==> config.mk <==
export PLATFORM = sky130hd
export DESIGN_NAME = seg_scan_display
export DESIGN_NICKNAME = d
export VERILOG_FILES = /design/src/rtl/seg_scan_display.sv
export SDC_FILE = /design/constraint.sdc
export NUM_CORES = 1
export LEC_CHECK = 0
export ABC_AREA = 1
export BUFFER_PORTS_ARGS = -buffer_cell sky130_fd_sc_hd__buf_2
export CORE_ASPECT_RATIO = 0.8
export CORE_MARGIN = 3
export CORE_UTILIZATION = 65
export CTS_CLUSTER_SIZE = 20
export DETAILED_ROUTE_END_ITERATION = 16
export PLACE_DENSITY = 0.93
export SLEW_MARGIN = 20
export SYNTH_ARGS = -nofsm -noshare
export SYNTH_HDL_FRONTEND = slang
export SYNTH_SLANG_ARGS = --single-unit
export TNS_END_PERCENT = 20
==> constraint.sdc <==
create_clock -name clk -period 5.3 [get_ports clk]
set_clock_uncertainty 0.15 [all_clocks]
set_input_delay 0.795 -clock clk [delete_from_list [all_inputs] [get_ports clk]]
set_output_delay 0.795 -clock clk [all_outputs]
set_load 0.1 [all_outputs]
==> src/rtl/seg_scan_display.sv <==
// seg_scan_display: multiplexed 7-segment driver for the vending-machine panel.
// Each channel is converted to BCD by a sequential double-dabble engine. The
// digits are then scanned onto one shared segment bus with a one-hot digit enable.
// Optional feature: define SEG_BLINK_EN to add per-channel blinking via blink_mask.
// DIGS must not exceed 5 (VAL_W <= 14 yields at most five decimal digits).
module seg_scan_display #(
    parameter int CH        = 2,
    parameter int DIGS      = 2,
    parameter int VAL_W     = 7,
    parameter int SCAN_DIV  = 50000,
    parameter int BLINK_DIV = 25000000,
    parameter int LZ_BLANK  = 0
) (
    input  logic                  clk,
    input  logic                  rst,
    input  logic [CH*VAL_W-1:0]   val,
    input  logic                  seg_en,
    input  logic [CH-1:0]         blink_mask,
    output logic [7:0]            seg,
    output logic [7:0]            dig,
    output logic [CH-1:0]         ovf,
    output logic                  conv_busy
);

    localparam int POS_N = CH * DIGS;
    localparam int POS_W = (POS_N > 1) ? $clog2(POS_N) : 1;
    localparam int CH_W  = (CH > 1) ? $clog2(CH) : 1;
    localparam int BIT_W = (VAL_W > 1) ? $clog2(VAL_W) : 1;
    localparam int PS_W  = (SCAN_DIV > 1) ? $clog2(SCAN_DIV) : 1;
    localparam int BCD_W = 20;

    typedef enum logic [1:0] {S_IDLE, S_LOAD, S_SHIFT, S_STORE} state_t;

    state_t                       r_state, w_state_nxt;
    logic [VAL_W-1:0]             r_bin;
    logic [BCD_W-1:0]             r_bcd, w_adj;
    logic [BIT_W-1:0]             r_bit;
    logic [CH_W-1:0]              r_ch_ptr;
    logic [CH-1:0][DIGS*4-1:0]    r_disp;
    logic [CH-1:0]                r_ovf;
    logic [CH-1:0][VAL_W-1:0]     w_vals;
    logic [PS_W-1:0]              r_presc;
    logic [POS_W-1:0]             r_pos, w_pos_nxt;
    logic                         w_tick;
    logic [7:0]                   r_seg, r_dig;
    logic [7:0]                   w_code [POS_N];
    logic                         w_blank_blink;

    assign w_vals    = val;
    assign conv_busy = (r_state != S_IDLE);
    assign ovf       = r_ovf;
    assign seg       = r_seg;
    assign dig       = r_dig;

    function automatic logic [7:0] f_seg7(input logic [3:0] n);
        case (n)
            4'd0: f_seg7 = 8'h3F;
            4'd1: f_seg7 = 8'h06;
            4'd2: f_seg7 = 8'h5B;
            4'd3: f_seg7 = 8'h4F;
            4'd4: f_seg7 = 8'h66;
            4'd5: f_seg7 = 8'h6D;
            4'd6: f_seg7 = 8'h7D;
            4'd7: f_seg7 = 8'h27;
            4'd8: f_seg7 = 8'h7F;
            4'd9: f_seg7 = 8'h67;
            default: f_seg7 = 8'h00;
        endcase
    endfunction

    // Converter state register
    always_ff @(posedge clk or negedge rst) begin
        if (!rst) r_state <= S_IDLE;
        else      r_state <= w_state_nxt;
    end

    // Converter next state: runs continuously, one channel per pass
    always_comb begin
        w_state_nxt = r_state;
        case (r_state)
            S_IDLE:  w_state_nxt = S_LOAD;
            S_LOAD:  w_state_nxt = S_SHIFT;
            S_SHIFT: if (r_bit == BIT_W'(VAL_W - 1)) w_state_nxt = S_STORE;
            S_STORE: w_state_nxt = S_IDLE;
            default: w_state_nxt = S_IDLE;
        endcase
    end

    // Double-dabble correction: add 3 to every nibble that is 5 or more
    always_comb begin
        w_adj = r_bcd;
        for (int i = 0; i < BCD_W / 4; i++)
            if (r_bcd[i*4 +: 4] >= 4'd5) w_adj[i*4 +: 4] = r_bcd[i*4 +: 4] + 4'd3;
    end

    // Converter datapath: capture, shift, then commit digits and overflow
    always_ff @(posedge clk or negedge rst) begin
        if (!rst) begin
            r_bin    <= '0;
            r_bcd    <= '0;
            r_bit    <= '0;
            r_ch_ptr <= '0;
            r_disp   <= '0;
            r_ovf    <= '0;
        end else begin
            case (r_state)
                S_LOAD: begin
                    r_bin <= w_vals[r_ch_ptr];
                    r_bcd <= '0;
                    r_bit <= '0;
                end
                S_SHIFT: begin
                    r_bcd <= (w_adj << 1) | BCD_W'(r_bin[VAL_W-1]);
                    r_bin <= r_bin << 1;
                    r_bit <= r_bit + 1'b1;
                end
                S_STORE: begin
                    r_disp[r_ch_ptr] <= r_bcd[DIGS*4-1:0];
                    r_ovf[r_ch_ptr]  <= |(r_bcd >> (DIGS * 4));
                    r_ch_ptr         <= (r_ch_ptr == CH_W'(CH - 1)) ? '0 : r_ch_ptr + 1'b1;
                end
                default: ;
            endcase
        end
    end

`ifdef SEG_BLINK_EN
    localparam int BL_W = (BLINK_DIV > 1) ? $clog2(BLINK_DIV) : 1;
    logic [BL_W-1:0] r_blink_cnt;
    logic            r_blink_phase;

    // Free-running blink timebase; phase flips every BLINK_DIV cycles
    always_ff @(posedge clk or negedge rst) begin
        if (!rst) begin
            r_blink_cnt   <= '0;
            r_blink_phase <= 1'b0;
        end else if (r_blink_cnt == BL_W'(BLINK_DIV - 1)) begin
            r_blink_cnt   <= '0;
            r_blink_phase <= ~r_blink_phase;
        end else begin
            r_blink_cnt   <= r_blink_cnt + 1'b1;
        end
    end
    assign w_blank_blink = r_blink_phase;
`else
    logic w_unused_blink;
    assign w_unused_blink = &{1'b0, blink_mask, BLINK_DIV[0]};
    assign w_blank_blink  = 1'b0;
`endif

    // Segment code for every scan position; digit 0 is the most significant
    always_comb begin
        logic       w_zr;
        logic [3:0] w_nib;
        for (int c = 0; c < CH; c++) begin
            w_zr = 1'b1;
            for (int d = 0; d < DIGS; d++) begin
                w_nib = r_disp[c][(DIGS-1-d)*4 +: 4];
                w_zr  = w_zr && (w_nib == 4'd0);
                if (r_ovf[c])
                    w_code[c*DIGS+d] = 8'h40;
                else if ((LZ_BLANK != 0) && w_zr && (d != DIGS - 1))
                    w_code[c*DIGS+d] = 8'h00;
                else
                    w_code[c*DIGS+d] = f_seg7(w_nib);
`ifdef SEG_BLINK_EN
                if (w_blank_blink && blink_mask[c]) w_code[c*DIGS+d] = 8'h00;
`else
                if (w_blank_blink) w_code[c*DIGS+d] = 8'h00;
`endif
            end
        end
    end

    assign w_tick    = (r_presc == PS_W'(SCAN_DIV - 1));
    assign w_pos_nxt = !w_tick ? r_pos :
                       (r_pos == POS_W'(POS_N - 1)) ? '0 : r_pos + 1'b1;

    // Scan prescaler and position counter
    always_ff @(posedge clk or negedge rst) begin
        if (!rst) begin
            r_presc <= '0;
            r_pos   <= '0;
        end else begin
            r_presc <= w_tick ? '0 : r_presc + 1'b1;
            r_pos   <= w_pos_nxt;
        end
    end

    // Registered outputs: follow the next position so seg/dig move with pos
    always_ff @(posedge clk or negedge rst) begin
        if (!rst) begin
            r_seg <= 8'h00;
            r_dig <= 8'h00;
        end else begin
            r_seg <= w_code[w_pos_nxt];
            r_dig <= seg_en ? (8'd1 << w_pos_nxt) : 8'h00;
        end
    end

endmodule

==> run summary <==
Status - completed
Tcrit/Tclk final - 55.0%
FF/Latch Area - 2000 sq um
Crit. End Element - flip-flop
Slew Limit Fails - 0
Clock sink total - 80
Worst skew pair latency - 0.36 ns
Area of the die - 8720 sq um
Final instance area - 5350 sq um
CP Data Required Time - 5.43 ns
CTS clk-pin slew, worst paths - 0.09 ns
Crit Path Max Fanout - 25
Die width - 104 microns
Most frequent cells in the layout - nand2_1, dfrtp_1, inv_1
Fin cells - 771
Drt pass-1 iters - 5
R2R cell count - 6
Global placer's final weighted congestion - 0.844
Placed Cells - 756
Area of the multi-input gates - 2540 sq um
EDFF count, synth - 0
Setup CP Type - flip-flop to flip-flop
Most common cell after layout, fill and taps aside - nand2_1
Final Setup Violations - 0
I/O pin count - 38
Die height - 84.1 microns
LEAKAGE - 0.00278 uW
Hpwl dp - 7.38 mm
Core Footprint - 7130 sq um
Area growth from synthesis to layout - 7.90%
Seq/Total Area, Yosys - 40.4%
Reg2Reg Launch Point - r_state[1]$_DFFE_PN0P_
CTS Root Cell - clkbuf_8
Syn avg cell area - 7.75 sq um
H-tree Lvls - 3
Max Cap Violations - 0
Vias after detailed routing - 4265
CTS tree - yes
Relative slew slack - 34.4%
Drt via density - 5.53
Startpoint Class - flip-flop
Initial antenna violation count - 0
Async S/R FF share, synth - 100%
Power Density - 389 nW/um^2
Hold Path Class - flip-flop to flip-flop
Number of synthesized register bits - 80
Final core utilization - 75.1%
Final TNS setup - 0 ns
Netlist cell types - 36
Antenna Nets Post-Route - 0
Clock Tree Buf Depth - 2
Synthesized instance count - 640
Final-layout fill cell count - 512
Synth area leader - dfrtp_1
Synth top area share - 40.4%
FF-to-FF setup slack - 2.38 ns
Residual DRC - 0
ANT cells - 0
# Post-CTS Setup Buffers - 0
Num CTS Buffers - 9
Largest net degree at the start of global routing - 81
Hold_buf cts - 0
Setup crit start - r_state[1]$_DFFE_PN0P_
Vias in the first global route - 4006
Reg2reg end - r_bcd[7]$_DFFE_PN0P_
Arrival @ worst endpoint - 3.04 ns
Crit path to - r_bcd[7]$_DFFE_PN0P_
Final global-route overflow total - 0
Post-CTS resize count - 0
Placement-stage cell area - 5130 sq um
Pwr Total - 2080 uW
I/O Buffers - 30
Initial core utilization - 69.6%
Global-route wire length before repair - 18.3 mm
Top FF cell, synth - dfrtp_1
Area contributors post-synth - dfrtp_1, nand2_1, ha_1, o21ai_0, inv_1
Worst slew pin tran - 0.984 ns
Wire per inst - 13.7 microns
Clock period minus worst slack - 2.92 ns
Final hold violations - 0
Final Routed Wirelength - 10.5 mm
Synth warn - 0
Total Nets Final - 722
VDD IR-drop max - 0.000304 V
Layout cells sized above 1 - 11.0%
RSZ-0062 raised after global routing - false
Row count - 27
DRT iter0 DRCs - 289
Max Clk Rate - 343 MHz
GRT Util Overall - 25.3%
Syn Std Cell Area - 4960 sq um
Hold depth - 1
[where the power goes]
part | leakage, uW | internal (uW) | switching [uW]
Clock | 0.000110 | 266 | 235
Combinational | 0.00166 | 215 | 578
Sequential | 0.00100 | 695 | 91.7
[worst min-delay path by stage]
stage | end | startpoint | slack [ns]
global route | r_presc[0]$_DFF_PN0_ | r_presc[0]$_DFF_PN0_ | 0.37
global placement | r_presc[0]$_DFF_PN0_ | r_presc[0]$_DFF_PN0_ | 0.30
detailed placement | r_presc[0]$_DFF_PN0_ | r_presc[0]$_DFF_PN0_ | 0.32
CTS | r_presc[0]$_DFF_PN0_ | r_presc[0]$_DFF_PN0_ | 0.33
floorplan | r_presc[0]$_DFF_PN0_ | r_presc[0]$_DFF_PN0_ | 0.28
finish | r_presc[0]$_DFF_PN0_ | r_presc[0]$_DFF_PN0_ | 0.32
[metrics by stage]
step	hold WS, ns	worst slack, ns
after floorplan	0.282	3.18
after global placement	0.296	2.57
after detailed placement	0.317	2.44
after CTS	0.328	2.42
after global routing	0.368	2.15
final	0.323	2.38
[worst max-delay path: stages, from the launching register on]
cell and delay (ns):
dfrtp_1 0.41, inv_1 0.09, ha_1 0.81, nand2_1 0.48
inv_1 0.53, o21ai_0 0.20, o22ai_1 0.16
[layout make-up]
class / count / area share [%]
multi-input combinational: 464 / 47.6
sequential: 80 / 37.4
inverter: 81 / 5.78
timing repair buffer: 30 / 2.85
tap: 101 / 2.36
clock buffer: 9 / 2.32
clock inverter: 6 / 1.71
[synthesized netlist by cell type, types with 2 or more instances]
master / n
nor2_1: 70
nor2_2: 4
o211ai_1: 10
nand2_4: 2
nand3_2: 5
inv_2: 3
nor3_1: 7
nand3_1: 43
a21oi_1: 19
nand4_1: 3
o221ai_1: 3
clkbuf_1: 6
o22ai_1: 7
dfrtp_1: 80
ha_1: 37
nand2_2: 3
nor3_2: 3
nor2_4: 4
inv_1: 77
buf_6: 2
o21ai_0: 71
xor2_1: 10
buf_2: 4
buf_4: 7
nand2_1: 149
[flip-flops by register name, summed over array words and instances (netlist names)]
name / count
r_presc: 16
r_bit: 3
r_disp: 16
dig: 4
ovf: 2
r_ch_ptr: 1
r_state: 2
r_bcd: 20
r_bin: 7
seg: 7
r_pos: 2
[metal layers]
layer  wire length [microns]  part of all wire [%]  vias to the layer above  GRT usage (%)
li1                        -                     -                     2104              -
met2                    5170                    49                      166           43.1
met4                     169                   1.6                        0           8.21
met3                     688                   6.5                       17           4.95
met1                    4500                    43                     1978           32.8
met5                       0                     0                        -              0
[logic make-up (layout without fill, tap and decap cells)]
| logic type | after synthesis | count (layout) | synth area share [%] |
|---|---|---|---|
| simple gates | 296 | 296 | 26.6 |
| flops | 80 | 80 | 40.4 |
| compound gates | 114 | 114 | 12.8 |
| fa+ha+maj | 37 | 37 | 9.34 |
| mux | 1 | 1 | 0.227 |
| other cells | 1 | 5 | 0.0756 |
| xor+xnor | 11 | 11 | 1.94 |
| buf+inv | 100 | 126 | 8.60 |
Power figures use the tool's default switching activity.
